`config.mk`:
```
export PLATFORM = sky130hd
export DESIGN_NAME = bram_arbiter
export DESIGN_NICKNAME = d
export VERILOG_FILES = /design/src/rtl/bram_arb_pkg.sv /design/src/rtl/rr_arbiter2.sv /design/src/rtl/bram_arbiter.sv
export SDC_FILE = /design/constraint.sdc
export NUM_CORES = 1
export LEC_CHECK = 0
export ABC_CLOCK_PERIOD_IN_PS = 6300
export CAP_MARGIN = 20
export CORE_UTILIZATION = 42
export DETAILED_ROUTE_END_ITERATION = 8
export PLACE_DENSITY_LB_ADDON = 0.2
export SLEW_MARGIN = 20
export SYNTH_ARGS = -nofsm -noshare
export SYNTH_HDL_FRONTEND = slang
export SYNTH_HIERARCHICAL = 1
export SYNTH_SLANG_ARGS = --single-unit
```
`constraint.sdc`:
```
create_clock -name CLOCK_50 -period 6.3 [get_ports CLOCK_50]
set_input_delay 1.26 -clock CLOCK_50 [delete_from_list [all_inputs] [get_ports CLOCK_50]]
set_output_delay 1.26 -clock CLOCK_50 [all_outputs]
set_load 0.01 [all_outputs]
```
`src/rtl/bram_arb_pkg.sv`:
```
// -----------------------------------------------------------------------------
// bram_arb_pkg
//   Shared definitions for the two-port block-RAM arbiter: port count, default
//   RAM geometry, the port identifier enum and a request record at the default
//   geometry (handy for requester models and benches).
// -----------------------------------------------------------------------------
package bram_arb_pkg;

  localparam int NUM_PORTS  = 2;
  localparam int ADDR_W_DEF = 12;
  localparam int DATA_W_DEF = 32;
  localparam int BE_W_DEF   = DATA_W_DEF / 8;

  typedef enum logic {
    PORT0 = 1'b0,  // instruction fetch
    PORT1 = 1'b1   // load/store
  } port_id_t;

  typedef struct packed {
    logic [ADDR_W_DEF-1:0] addr;
    logic                  we;
    logic [BE_W_DEF-1:0]   be;
    logic [DATA_W_DEF-1:0] wdata;
  } bram_req_t;

endpackage

```
`src/rtl/rr_arbiter2.sv`:
```
// -----------------------------------------------------------------------------
// rr_arbiter2
//   Two-way round-robin arbiter. Grants combinationally among the eligible
//   requests; when both are eligible the port not granted most recently wins.
//   The last-grant flop moves only when a grant is actually issued.
//
//   clk        in   clock, rising edge
//   rst        in   synchronous active-high reset (forces grant to zero)
//   i_req      in   eligible request vector, bit i = port i
//   i_advance  in   a grant is being taken this cycle
//   o_grant    out  one-hot grant (all zero when nothing eligible)
// -----------------------------------------------------------------------------
module rr_arbiter2
  import bram_arb_pkg::*;
(
  input  logic                 clk,
  input  logic                 rst,
  input  logic [NUM_PORTS-1:0] i_req,
  input  logic                 i_advance,
  output logic [NUM_PORTS-1:0] o_grant
);

  port_id_t r_last_grant;

  // Reset to PORT1 so that port 0 wins the first contended round.
  // NOTE: sequential state is written with non-blocking assignments only, so
  // every flop samples pre-edge values regardless of block evaluation order.
  always_ff @(posedge clk) begin
    if (rst) begin
      r_last_grant <= PORT1;
    end else if (i_advance) begin
      r_last_grant <= o_grant[1] ? PORT1 : PORT0;
    end
  end

  // NOTE: o_grant is given a default before any branch; without it a path
  // that leaves it unassigned would infer a latch.
  always_comb begin
    o_grant = '0;
    if (!rst) begin
      case (i_req)
        2'b01:   o_grant = 2'b01;
        2'b10:   o_grant = 2'b10;
        2'b11:   o_grant = (r_last_grant == PORT0) ? 2'b10 : 2'b01;
        default: o_grant = '0;
      endcase
    end
  end

endmodule

```
`src/rtl/bram_arbiter.sv`:
```
// -----------------------------------------------------------------------------
// bram_arbiter
//   Shares one single-port, one-cycle-latency block RAM between the fetch
//   port (0) and the load/store port (1). Requests are granted round-robin,
//   RAM controls are driven straight from the winner, read data is captured
//   into a per-port response register and held until the requester takes it.
//
//   CLOCK_50                 in   clock, rising edge
//   rst                      in   synchronous active-high reset
//   reqN_valid/ready         in/out request handshake (ready = grant)
//   reqN_addr/we/be/wdata    in   request payload, held until ready
//   rspN_valid/rdata         out  read response, held until rspN_ready
//   rspN_ready               in   requester accepts response
//   ram_addr/we/be/wdata     out  RAM control, valid in the grant cycle
//   ram_rdata                in   RAM data, valid the cycle after the address
// -----------------------------------------------------------------------------
module bram_arbiter
  import bram_arb_pkg::*;
#(
  parameter int ADDR_W = ADDR_W_DEF,
  parameter int DATA_W = DATA_W_DEF
) (
  input  logic                  CLOCK_50,
  input  logic                  rst,

  input  logic                  req0_valid,
  output logic                  req0_ready,
  input  logic [ADDR_W-1:0]     req0_addr,
  input  logic                  req0_we,
  input  logic [DATA_W/8-1:0]   req0_be,
  input  logic [DATA_W-1:0]     req0_wdata,

  input  logic                  req1_valid,
  output logic                  req1_ready,
  input  logic [ADDR_W-1:0]     req1_addr,
  input  logic                  req1_we,
  input  logic [DATA_W/8-1:0]   req1_be,
  input  logic [DATA_W-1:0]     req1_wdata,

  output logic                  rsp0_valid,
  output logic [DATA_W-1:0]     rsp0_rdata,
  input  logic                  rsp0_ready,

  output logic                  rsp1_valid,
  output logic [DATA_W-1:0]     rsp1_rdata,
  input  logic                  rsp1_ready,

  output logic [ADDR_W-1:0]     ram_addr,
  output logic                  ram_we,
  output logic [DATA_W/8-1:0]   ram_be,
  output logic [DATA_W-1:0]     ram_wdata,
  input  logic [DATA_W-1:0]     ram_rdata
);

  localparam int BE_W = DATA_W / 8;

  typedef struct packed {
    logic [ADDR_W-1:0] addr;
    logic              we;
    logic [BE_W-1:0]   be;
    logic [DATA_W-1:0] wdata;
  } req_t;

  req_t                 w_req [NUM_PORTS];
  req_t                 w_win;
  logic [NUM_PORTS-1:0] w_req_valid;
  logic [NUM_PORTS-1:0] w_rsp_ready;
  logic [NUM_PORTS-1:0] w_inflight;
  logic [NUM_PORTS-1:0] w_rsp_valid;
  logic [NUM_PORTS-1:0] w_elig;
  logic [NUM_PORTS-1:0] w_grant;
  logic                 w_any_grant;
  logic [DATA_W-1:0]    w_rsp_rdata [NUM_PORTS];

  logic [ADDR_W-1:0]    r_hold_addr;
  logic [DATA_W-1:0]    r_hold_wdata;

  assign w_req[0] = '{addr: req0_addr, we: req0_we, be: req0_be, wdata: req0_wdata};
  assign w_req[1] = '{addr: req1_addr, we: req1_we, be: req1_be, wdata: req1_wdata};

  assign w_req_valid = {req1_valid, req0_valid};
  assign w_rsp_ready = {rsp1_ready, rsp0_ready};

  // Writes never produce a response, so they are always eligible. A read
  // needs a free response slot: nothing in flight, and the held response
  // either absent or being drained this very cycle.
  always_comb begin
    w_elig = '0;
    for (int i = 0; i < NUM_PORTS; i++) begin
      w_elig[i] = w_req_valid[i] &&
                  (w_req[i].we ||
                   (!w_inflight[i] && (!w_rsp_valid[i] || w_rsp_ready[i])));
    end
  end

  rr_arbiter2 u_rr (
    .clk       (CLOCK_50),
    .rst       (rst),
    .i_req     (w_elig),
    .i_advance (w_any_grant),
    .o_grant   (w_grant)
  );

  assign w_any_grant = |w_grant;
  assign w_win       = w_grant[1] ? w_req[1] : w_req[0];

  assign req0_ready  = w_grant[0];
  assign req1_ready  = w_grant[1];

  // Address and write data hold the last granted values on idle cycles so the
  // RAM inputs do not toggle when nothing is being accessed.
  always_ff @(posedge CLOCK_50) begin
    if (rst) begin
      r_hold_addr  <= '0;
      r_hold_wdata <= '0;
    end else if (w_any_grant) begin
      r_hold_addr  <= w_win.addr;
      r_hold_wdata <= w_win.wdata;
    end
  end

  always_comb begin
    ram_addr  = r_hold_addr;
    ram_wdata = r_hold_wdata;
    ram_we    = 1'b0;
    ram_be    = '0;
    if (rst) begin
      ram_addr  = '0;
      ram_wdata = '0;
    end else if (w_any_grant) begin
      ram_addr  = w_win.addr;
      ram_wdata = w_win.wdata;
      ram_we    = w_win.we;
      ram_be    = w_win.we ? w_win.be : '0;
    end
  end

  // One response slot per port. A read granted at T is in flight during T+1;
  // the RAM data present in T+1 is captured at its closing edge, so the
  // response is visible from T+2. Only one read can be in flight overall
  // because at most one grant happens per cycle.
  for (genvar gi = 0; gi < NUM_PORTS; gi++) begin : g_slot
    logic              r_inflight;
    logic              r_rsp_valid;
    logic [DATA_W-1:0] r_rsp_rdata;

    always_ff @(posedge CLOCK_50) begin
      if (rst) begin
        r_inflight  <= 1'b0;
        r_rsp_valid <= 1'b0;
        r_rsp_rdata <= '0;
      end else begin
        r_inflight <= w_grant[gi] && !w_req[gi].we;
        if (r_inflight) begin
          r_rsp_valid <= 1'b1;
          r_rsp_rdata <= ram_rdata;
        end else if (w_rsp_ready[gi]) begin
          r_rsp_valid <= 1'b0;
        end
      end
    end

    assign w_inflight[gi]  = r_inflight;
    assign w_rsp_valid[gi] = r_rsp_valid;
    assign w_rsp_rdata[gi] = r_rsp_rdata;
  end

  assign rsp0_valid = w_rsp_valid[0];
  assign rsp1_valid = w_rsp_valid[1];
  assign rsp0_rdata = w_rsp_rdata[0];
  assign rsp1_rdata = w_rsp_rdata[1];

endmodule

```
# Word-level counts from Yosys, hierarchy flattened
# Cells that the tools add are included.
[classes]
n_addsub = 0
multipliers = 0
n_div = 0
magnitude_cmp = 0
eq_ne = 3
shifts = 0
muxes = 18
n_bitwise = 0
n_reduce_logical = 19
[ops]
columns = ["operator", "count"]
rows = [
  ["32-bit two-way mux", 2],
  ["49-bit two-way mux", 1],
  ["12-bit two-way mux", 2],
  ["4-bit two-way mux", 3],
  ["1-bit two-way mux", 7],
  ["1-bit logical AND", 6],
  ["1-bit zero test", 6],
  ["2-bit one-hot mux with 3 select lines", 1],
  ["2-bit == test, second input constant", 2],
  ["1-bit logical OR", 4],
  ["2-bit two-way mux", 2],
  ["2-bit nonzero test", 2],
  ["2-bit by 1-bit == test with 1-bit output, second input constant", 1],
  ["2-bit OR reduction", 1],
]
[totals]
regBits = 113
latchBits = 0
mem_bits_rw = 0
romBits = 0
inputBits = 136
out_inout_bits = 117
n_memories = 0

# Logic depth before layout (Yosys ltp)
# Gate-level depths: netlist of run 1.
[logic_depth]
depth_word = 12
mapped_depth = 10

# Hierarchy
# The synthesis of run 1 kept the hierarchy.
[by_module_without_submodules]
columns = ["module", "instances", "cells_each", "area_each_um2"]
rows = [
  ["bram_arbiter", 1, 427, 4613.2],
  ["rr_arbiter2", 1, 8, 62.6],
]

# Worst setup path before layout of run 1
# Ideal clock, no wire load.
[synth_timing]
kind = "input -> output"
from = "in rsp1_ready"
to = "out ram_addr[0]"
t_arrival_ns = 2.676
setup_slack_ns = 2.364
cell_stages = 10
n_path_buf = 2
path_cell_list = "inv_1 -> a21oi_1 -> o21a_1 -> nand2b_1 -> and3_1 -> buf_6 -> buf_6 -> mux2_4 -> mux2i_1 -> nor2_1"
[synth_via]
elab_chain_cells = 10
[synth_rtl]
columns = ["element", "line_no", "source"]
rows = [
  ["start, declared", "bram_arbiter.sv:46", "input logic rsp1_ready,"],
  ["1-bit logical OR (*)", "bram_arbiter.sv:92", "(!w_inflight[i] && (!w_rsp_valid[i] || w_rsp_ready[i])));"],
  ["1-bit logical AND (*)", "bram_arbiter.sv:92", ""],
  ["1-bit logical OR (*)", "bram_arbiter.sv:91", "(w_req[i].we ||"],
  ["1-bit logical AND (*)", "bram_arbiter.sv:90", "w_elig[i] = w_req_valid[i] &&"],
  ["net w_elig[1]", "bram_arbiter.sv:70", "logic [NUM_PORTS-1:0] w_elig;"],
  ["2-bit == test or 2-bit by 1-bit == test with 1-bit output (tied branches)", "rr_arbiter2.sv:41", "case (i_req)"],
  ["2-bit one-hot mux with 3 select lines (*)", "rr_arbiter2.sv:41", ""],
  ["2-bit two-way mux (*)", "rr_arbiter2.sv:40", "if (!rst) begin"],
  ["net req0_ready", "bram_arbiter.sv:27", "output logic req0_ready,"],
  ["2-bit OR reduction (*)", "bram_arbiter.sv:104", "assign w_any_grant = |w_grant;"],
  ["12-bit two-way mux (*) (2 in a row)", "-", ""],
  ["end, declared", "bram_arbiter.sv:48", "output logic [ADDR_W-1:0] ram_addr,"],
]
# Mark *: on every way through the listed nets, which the timed path passes. The rest lies on a longest branch.

# Final worst setup path of run 1
[layout_timing]
from = "in rsp0_ready"
to = "out ram_be[2]"
[layout_via]
elab_chain_cells = 11
[layout_rtl]
columns = ["element", "line_no", "source"]
rows = [
  ["start, declared", "bram_arbiter.sv:42", "input logic rsp0_ready,"],
  ["1-bit logical OR (*)", "bram_arbiter.sv:92", ""],
  ["1-bit logical AND (*)", "bram_arbiter.sv:92", ""],
  ["1-bit logical OR (*)", "bram_arbiter.sv:91", ""],
  ["1-bit logical AND (*)", "bram_arbiter.sv:90", ""],
  ["net w_elig[0]", "bram_arbiter.sv:70", ""],
  ["2-bit == test or 2-bit by 1-bit == test with 1-bit output (tied branches)", "rr_arbiter2.sv:41", ""],
  ["2-bit one-hot mux with 3 select lines (*)", "rr_arbiter2.sv:41", ""],
  ["2-bit two-way mux (*)", "rr_arbiter2.sv:40", ""],
  ["49-bit two-way mux", "bram_arbiter.sv:105", "assign w_win = w_grant[1] ? w_req[1] : w_req[0];"],
  ["4-bit two-way mux", "bram_arbiter.sv:134", "ram_be = w_win.we ? w_win.be : '0;"],
  ["4-bit two-way mux (*)", "bram_arbiter.sv:130", "end else if (w_any_grant) begin"],
  ["4-bit two-way mux (*)", "bram_arbiter.sv:127", "if (rst) begin"],
  ["end, declared", "bram_arbiter.sv:50", "output logic [DATA_W/8-1:0] ram_be,"],
]
# Marked as above.

==> results.yml, run 1 <==
global_route:
  antenna_found_initial: 0
  overflow: 0
  grt_pass1_wl_mm: 20.5
  grt_max_degree: 63
  grtUsageTotal: 0.233
  grt_pass1_vias: 4086
timing:
  fin_ws_ns: 0.813
  finalSetupViolCount: 0
  worstMarginPinSlew_ns: 0.740
  fin_skew_ns: 0.00843
  fin_tns_setup_ns: 0
  slew-limit-headroom: 0.507
  hold_viol: 0
  maxSlewViolCount: 0
  fmax_mhz: 182
  period_needed_ns: 5.49
  rsz0062_at_grt: "false"
  fin_crit_sh: 0.871
route:
  ant_nets: 0
  viasPerCell: 4.82
  drc: 0
  drt-total-wl_mm: 13.5
  dr.pass1.iters: 4
  routedWlPerCell_um: 16.3
  routed-via-count: 4017
  drtIter0Drc: 150
clock_network:
  cts_sinks: 113
  hold_buffers: 0
  ctsRootBufferMaster: "clkbuf_8"
  cts_tree: "built"
  cts_buffers: 17
  cts_setup_buffers: 0
  htreeDepth: 4
  cts_resized: 0
  clk_latency_ns: 0.51
  clk_transition_reported_paths_ns: 0.05
  clockBufferDepth: 2
worst_setup_path:
  cp.arrival_ns: 4.23
  worst-path-max-fanout: 24
  crit_required_ns: 5.04
  endpoint_kind: "output port"
  path_class: "in -> out"
  reg2reg_depth: 8
  rrSetupSlack_ns: 3.87
  cp-start-kind: "primary input"
logic_synthesis:
  synthSimpleGateAreaFrac: 0.105
  synth_top_family_by_area: "multiplexers"
  yosys.area_share.adder: 0
  syn_nets: 571
  yosysWarnings: 6
  synth-xor-area-share: 0
  synth_compound_gate_area_share: 0.00910
  synth-edff-count: 0
  synth-seq-area-share: 0.484
  muxShareOfSynthArea: 0.362
  syn_avg_cell_area_um2: 10.7
  synth-async-reset-ratio: 0
  synth-seq-cells: 113
  ys_types: 23
  ys_dominant_reg_cell: "dfxtp_1"
  synth_area_um2: 4680
  netlist_instances: 435
final_layout:
  finalNetCount: 817
  layout-drive-gt1-share: 0.115
  fillCellCount: 804
  antenna_cells: 0
  syn_to_final_growth_pct: 68.8
floorplanning:
  core.rowCount: 38
  fp.coreArea_um2: 10800
  die_h_um: 108
  die_area_um2: 11600
  start_util: 0.431
  io_pins: 253
  die_x_um: 108
pwr:
  peakVddDrop_uv: 153
  powerDensity_nw_per_um2: 263
  p_leak_nw: 2.96
min_path:
  hold_path.class: "reg -> reg"
  min_path_cells: 2
place:
  io_buffers: 252
  hpwl_mm: 9.64
  gp_congestion: 0.764
  dp_slack_ns: 0.791
flow_run:
  cap_violations: 0
status:
  status: "finished, final reports clean"
==> metrics by stage <==
step | hold WS, ns | cells | total power [mW] | instance area (um^2) | utilization
floorplan | 0.525 | 435 | 0.911 | 4680 | -
global placement | 0.462 | 802 | 1.07 | 7270 | 0.670
detailed placement | 0.471 | 802 | 1.08 | 7270 | 0.670
CTS | 0.484 | 833 | 2.09 | 7890 | 0.728
global route | 0.518 | 833 | 2.15 | 7890 | 0.728
finish | 0.482 | 833 | 2.07 | 7890 | 0.728
==> state kept, by name (all words and copies together), names as in the netlist <==
name / count
r_hold_wdata: 32
rsp0_rdata: 32
rsp1_valid: 1
u_rr/r_last_grant: 1
rsp1_rdata: 32
r_hold_addr: 12
rsp0_valid: 1
g_slot.r_inflight: 2
==> area by class of cell <==
type,count,area [um^2],share of cell area
clock buffers,22,473,0.0599
clock inverters,9,154,0.0195
inverters,4,15.0,0.00190
multi-input cells,286,2230,0.282
flip-flops and latches,113,2260,0.287
well taps,140,175,0.0222
repair buffers,259,2580,0.328
==> worst paths after layout <==
| check | endpoint | from |
|---|---|---|
| setup / recovery | ram_be[2] | rsp0_ready |
| hold / removal | rsp1_valid | g_slot[1].r_inflight |
| setup reg to reg | r_hold_addr[10] | rsp1_valid |
| hold reg to reg | rsp1_valid | g_slot[1].r_inflight |
==> metal layers <==
metal | GRT usage | vias up | wire, um
met2 | 0.409 | 178 | 6610
met5 | 0 | - | 0
li1 | - | 1961 | -
met3 | 0.102 | 20 | 1370
met4 | 0.0900 | 0 | 280
met1 | 0.244 | 1858 | 5290
==> critical path: stages <==
cell and delay, ns:
clkdlybuf4s50_1 0.46, inv_1 0.04, a21oi_1 0.19, o21a_1 0.14, and3_2 0.66, buf_4 0.37, nand3b_1 0.12, a21o_1 0.25
nor2_1 0.16, clkdlybuf4s50_1 0.56
==> cell usage in the layout (no fill, tap or decap), drive strengths merged <==
master / n
clkbuf: 22
clkinv: 3
clkinvlp: 2
a311o: 1
o21a: 2
bufinv: 4
clkdlybuf4s50: 251
nand2: 2
a21o: 1
dfxtp: 113
nand2b: 1
inv: 4
a21oi: 2
mux2: 44
and3: 2
nor3b: 2
nand3b: 1
nor2b: 1
nor2: 114
buf: 8
mux2i: 112
or2: 1
==> cells by family after synthesis <==
group	after synthesis
multiplexers	156
buffers and inverters	36
AO/OA/AOI/OAI	6
flip-flops	113
AND/OR/NAND/NOR	124
==> synthesized netlist by cell type, types with 2 or more instances <==
cell type / instances / area, um^2
a21oi_1: 2 / 10.0
and3_1: 2 / 12.5
buf_1: 2 / 7.51
buf_2: 17 / 85.1
buf_6: 4 / 45.0
clkbuf_1: 8 / 30.0
dfxtp_1: 113 / 2260
inv_1: 4 / 15.0
mux2_1: 7 / 78.8
mux2_2: 17 / 191
mux2_4: 20 / 300
mux2i_1: 112 / 1120
nand2_1: 2 / 7.51
nor2_1: 114 / 428
nor3b_1: 2 / 15.0
o21a_1: 2 / 15.0
==> where the power goes <==
group          switching [mW]  total (mW)  internal, mW
Combinational           0.117       0.311         0.194
Clock                   0.326        1.01         0.681
Sequential            0.00975       0.756         0.746
Total                   0.453        2.07          1.62
(Power assumes the default switching activity.)
==> run 2, diff against run 1 <==
CORE_MARGIN = 2   (was unset)
SKIP_LAST_GASP = 1   (was unset)
==> results.yml, run 2 (synthesis results as in run 1) <==
status:
  status: "finished, final reports clean"
final_layout:
  mostFrequentLayoutCells: "251 x clkdlybuf4s50_1, 114 x nor2_1, 112 x mux2i_1"
  regArea_um2: 2260
  multi_input_area_um2: 2230
  layout_commonest_cell: "clkdlybuf4s50_1"
  layout-drive-gt1-share: 0.116
  fillCellCount: 796
  syn_to_final_growth_pct: 69.5
  antenna_cells: 0
  finalNetCount: 815
  design_area_um2: 7930
timing:
  fin_crit_sh: 0.837
  rsz0062_at_grt: "false"
  worstMarginPinSlew_ns: 0.867
  fmax_mhz: 190
  fin_skew_ns: 0.0128
  maxSlewViolCount: 0
  finalSetupViolCount: 0
  slew-limit-headroom: 0.422
  period_needed_ns: 5.27
  hold_viol: 0
  fin_tns_setup_ns: 0
pwr:
  p_total_mw: 2.12
  powerDensity_nw_per_um2: 267
  combinationalPowerShare: 0.146
  p_leak_nw: 2.96
  p_sw_frac: 0.219
  p_int_mw: 1.65
  seq_power_share: 0.356
  p_clk_frac: 0.497
  power.switching_uw: 464
  peakVddDrop_uv: 155
clock_network:
  hold_buffers: 0
  ctsRootBufferMaster: "clkbuf_8"
  cts_setup_buffers: 0
  cts_buffers: 17
  cts_resized: 0
  clk_transition_reported_paths_ns: 0.06
  clk_latency_ns: 0.51
  cts_tree: "built"
  cts_sinks: 113
  clockBufferDepth: 2
  htreeDepth: 4
route:
  drt-total-wl_mm: 13.5
  drtIter0Drc: 168
  viasPerCell: 4.83
  ant_nets: 0
  dr.pass1.iters: 4
  routedWlPerCell_um: 16.3
  routed-via-count: 4022
  drc: 0
global_route:
  grt_max_degree: 115
  overflow: 0
  antenna_found_initial: 0
  grt_pass1_vias: 4177
  grt_pass1_wl_mm: 20.6
  grtUsageTotal: 0.226
floorplanning:
  die_area_um2: 12000
  core.rowCount: 38
  fp.coreArea_um2: 10800
  die_x_um: 110
  start_util: 0.431
  io_pins: 253
  die_h_um: 110
min_path:
  hold_path.class: "reg -> reg"
worst_setup_path:
  path_buf_inv: 4
  slowest_stage: "clkdlybuf4s50_1"
  crit_required_ns: 5.04
  path_class: "in -> out"
  cp-start-kind: "primary input"
  crit_path_cell_trace: "clkdlybuf4s50_1 > inv_1 > a21oi_1 > o21a_1 > and3_2 > buf_12 > nand2_1 > a21o_1 > nor2_1 > clkdlybuf4s50_1"
  cp.arrival_ns: 4.01
  endpoint_kind: "output port"
  slowest_delay_ns: 0.55
  cpMostUsedCell: "clkdlybuf4s50_1"
  worst-path-max-fanout: 37
  critPathTopFamily: "buffers and inverters"
place:
  placed_area_um2: 7260
  io_buffers: 252
  gp_congestion: 0.742
  hpwl_mm: 9.61
flow_run:
  cap_violations: 0
[run 2: metrics by stage]
step,hold WS (ns),setup slack (ns),cells,util
floorplan,0.525,2.36,435,-
global placement,0.461,1.08,800,0.670
detailed placement,0.473,1.06,800,0.670
CTS,0.486,1.05,832,0.731
global route,0.518,0.861,832,0.731
finish,0.472,1.03,832,0.731
[run 2: layer usage]
layer	track usage	vias up	wire length (um)
met5	0	-	0
met4	0.0877	0	255
met3	0.108	20	1380
met2	0.392	165	6730
met1	0.235	1880	5170
li1	-	1957	-
[run 2: worst min-delay path: stages (launching register included)]
cell	delay (ns)
dfxtp_2	0.32
a21oi_1	0.05
nor2_1	0.07
[run 2: path summary, 6_finish.rpt]
check	from	to	slack, ns	cells past startpoint
max	rsp1_ready	ram_be[3]	1.03	10
min reg2reg	g_slot[1].r_inflight	rsp1_valid	0.47	2
max reg2reg	rsp1_valid	u_rr/r_last_grant	4.09	7
min	g_slot[1].r_inflight	rsp1_valid	0.47	2
[run 2: final cells by class]
type / instances / share of cell area
clock buffers: 20 / 0.0575
well taps: 140 / 0.0221
inverters: 4 / 0.00189
flip-flops and latches: 113 / 0.286
clock inverters: 12 / 0.0257
repair buffers: 257 / 0.326
multi-input cells: 286 / 0.281
[run 2: power by group through the flow]
stage          sequential [mW]  combinational [mW]  clock [mW]
6_report                 0.755               0.310        1.05
5_1_grt                  0.758               0.333        1.11
3_3_place_gp             0.769               0.304           0
2_1_floorplan            0.772               0.140           0
4_1_cts                  0.756               0.312        1.07
3_5_place_dp             0.771               0.309           0
==> run 3, diff against run 2 <==
ABC_CLOCK_PERIOD_IN_PS = 4580   (was 6300)
CORE_UTILIZATION = 35   (was 42)
clock period = 4.58 ns   (was 6.3 ns; I/O delays follow)
==> results.yml, run 3 (synthesis results as in run 1) <==
pwr:
  p_total_mw: 2.97
  p_leak_nw: 2.99
  peakVddDrop_uv: 273
  powerDensity_nw_per_um2: 372
place:
  io_buffers: 252
  hpwl_mm: 9.74
  gp_congestion: 0.755
  dp_slack_ns: 0.285
global_route:
  grt_pass1_wl_mm: 21.8
  gr-max-usage-layer: "met2"
  grt_use_met2: 0.335
  grtUsageMet1: 0.212
  use_met3: 0.0898
  grt_pass1_vias: 4237
  antenna_found_initial: 0
  grt_max_degree: 86
  grtUsageTotal: 0.195
  overflow: 0
worst_setup_path:
  endpoint_kind: "output port"
  path_class: "in -> out"
  cpMostUsedCell: "clkdlybuf4s50_1"
  crit_required_ns: 3.66
  cp-start-kind: "primary input"
  slowest_delay_ns: 0.55
  path_buf_inv: 4
  cp.arrival_ns: 3.39
  worst-path-max-fanout: 31
  critPathTopFamily: "buffers and inverters"
  slowest_stage: "clkdlybuf4s50_1"
  crit_path_cell_trace: "clkdlybuf4s50_1 > inv_1 > a21oi_1 > o21a_1 > nand2b_1 > and3_2 > buf_12 > mux2_1 > mux2i_1 > nor2_1 > clkdlybuf4s50_1"
clock_network:
  cts_resized: 0
  clockBufferDepth: 2
  htreeDepth: 4
  cts_setup_buffers: 0
  clk_latency_ns: 0.40
  cts_buffers: 17
  cts_sinks: 113
  cts_tree: "built"
  clk_transition_reported_paths_ns: 0.05
  hold_buffers: 0
  ctsRootBufferMaster: "clkbuf_16"
final_layout:
  multi_input_area_um2: 2230
  syn_to_final_growth_pct: 71.1
  finalNetCount: 817
  layout-drive-gt1-share: 0.115
  layout_commonest_cell: "clkdlybuf4s50_1"
  antenna_cells: 0
  fin_util: 0.609
  regArea_um2: 2260
  mostFrequentLayoutCells: "251 x clkdlybuf4s50_1, 114 x nor2_1, 112 x mux2i_1"
  fillCellCount: 1081
timing:
  fin_tns_setup_ns: 0
  fmax_mhz: 232
  fin_ws_ns: 0.272
  maxSlewViolCount: 0
  rsz0062_at_grt: "false"
  fin_skew_ns: 0.00457
  worstMarginPinSlew_ns: 0.876
  fin_crit_sh: 0.941
  hold_viol: 0
  finalSetupViolCount: 0
  slew-limit-headroom: 0.416
  period_needed_ns: 4.31
floorplanning:
  die_area_um2: 14300
  start_util: 0.356
  die_x_um: 120
  io_pins: 253
  die_h_um: 120
  fp.coreArea_um2: 13100
  core.rowCount: 42
route:
  routed-via-count: 3992
  routedWlPerCell_um: 15.8
  ant_nets: 0
  viasPerCell: 4.59
  drc: 0
  drtIter0Drc: 120
  dr.pass1.iters: 6
  drt-total-wl_mm: 13.7
min_path:
  hold_path.class: "reg -> reg"
flow_run:
  cap_violations: 0
status:
  status: "finished, final reports clean"
[run 3: worst reg2reg max path: cells and delay by family (launching register included)]
family	cells	cell delay, ns
simple gates	3	0.37
buf+inv	1	0.26
flops	1	0.34
compound gates	2	0.31
mux	2	0.52
[run 3: routing by layer]
layer | up-vias | wire length, um
met5 | - | 0
met4 | 0 | 150
met3 | 13 | 1400
met2 | 175 | 6620
met1 | 1851 | 5560
li1 | 1953 | -
[run 3: cell type report]
cell class              count  share of cell area
clock buffers              22              0.0593
clock inverters            10              0.0255
inverters                   4             0.00188
multi-input cells         286               0.278
flip-flops and latches    113               0.283
well taps                 176              0.0275
repair buffers            259               0.325
[run 3: power by group]
| part | internal [mW] | leakage, nW | switching [mW] | total, mW |
|---|---|---|---|---|
| clock network | 1.06 | 0.334 | 0.443 | 1.51 |
| logic | 0.268 | 1.74 | 0.161 | 0.429 |
| registers | 1.03 | 0.920 | 0.0133 | 1.04 |
[run 3: per-stage QoR]
| stage | cell area (um^2) | hold WS (ns) | cells |
|---|---|---|---|
| 6_report | 8000 | 0.469 | 870 |
| 5_1_grt | 8000 | 0.485 | 870 |
| 4_1_cts | 8000 | 0.475 | 870 |
| 3_5_place_dp | 7320 | 0.463 | 838 |
| 3_3_place_gp | 7320 | 0.460 | 838 |
| 2_1_floorplan | 4680 | 0.525 | 435 |
[run 3: worst paths after layout]
check | startpoint | to | slack (ns) | depth (start not counted)
hold reg to reg | g_slot[0].r_inflight | rsp0_valid | 0.47 | 2
setup reg to reg | rsp1_valid | r_hold_wdata[13] | 2.63 | 8
hold / removal | g_slot[0].r_inflight | rsp0_valid | 0.47 | 2
setup / recovery | rsp1_ready | ram_addr[4] | 0.27 | 11
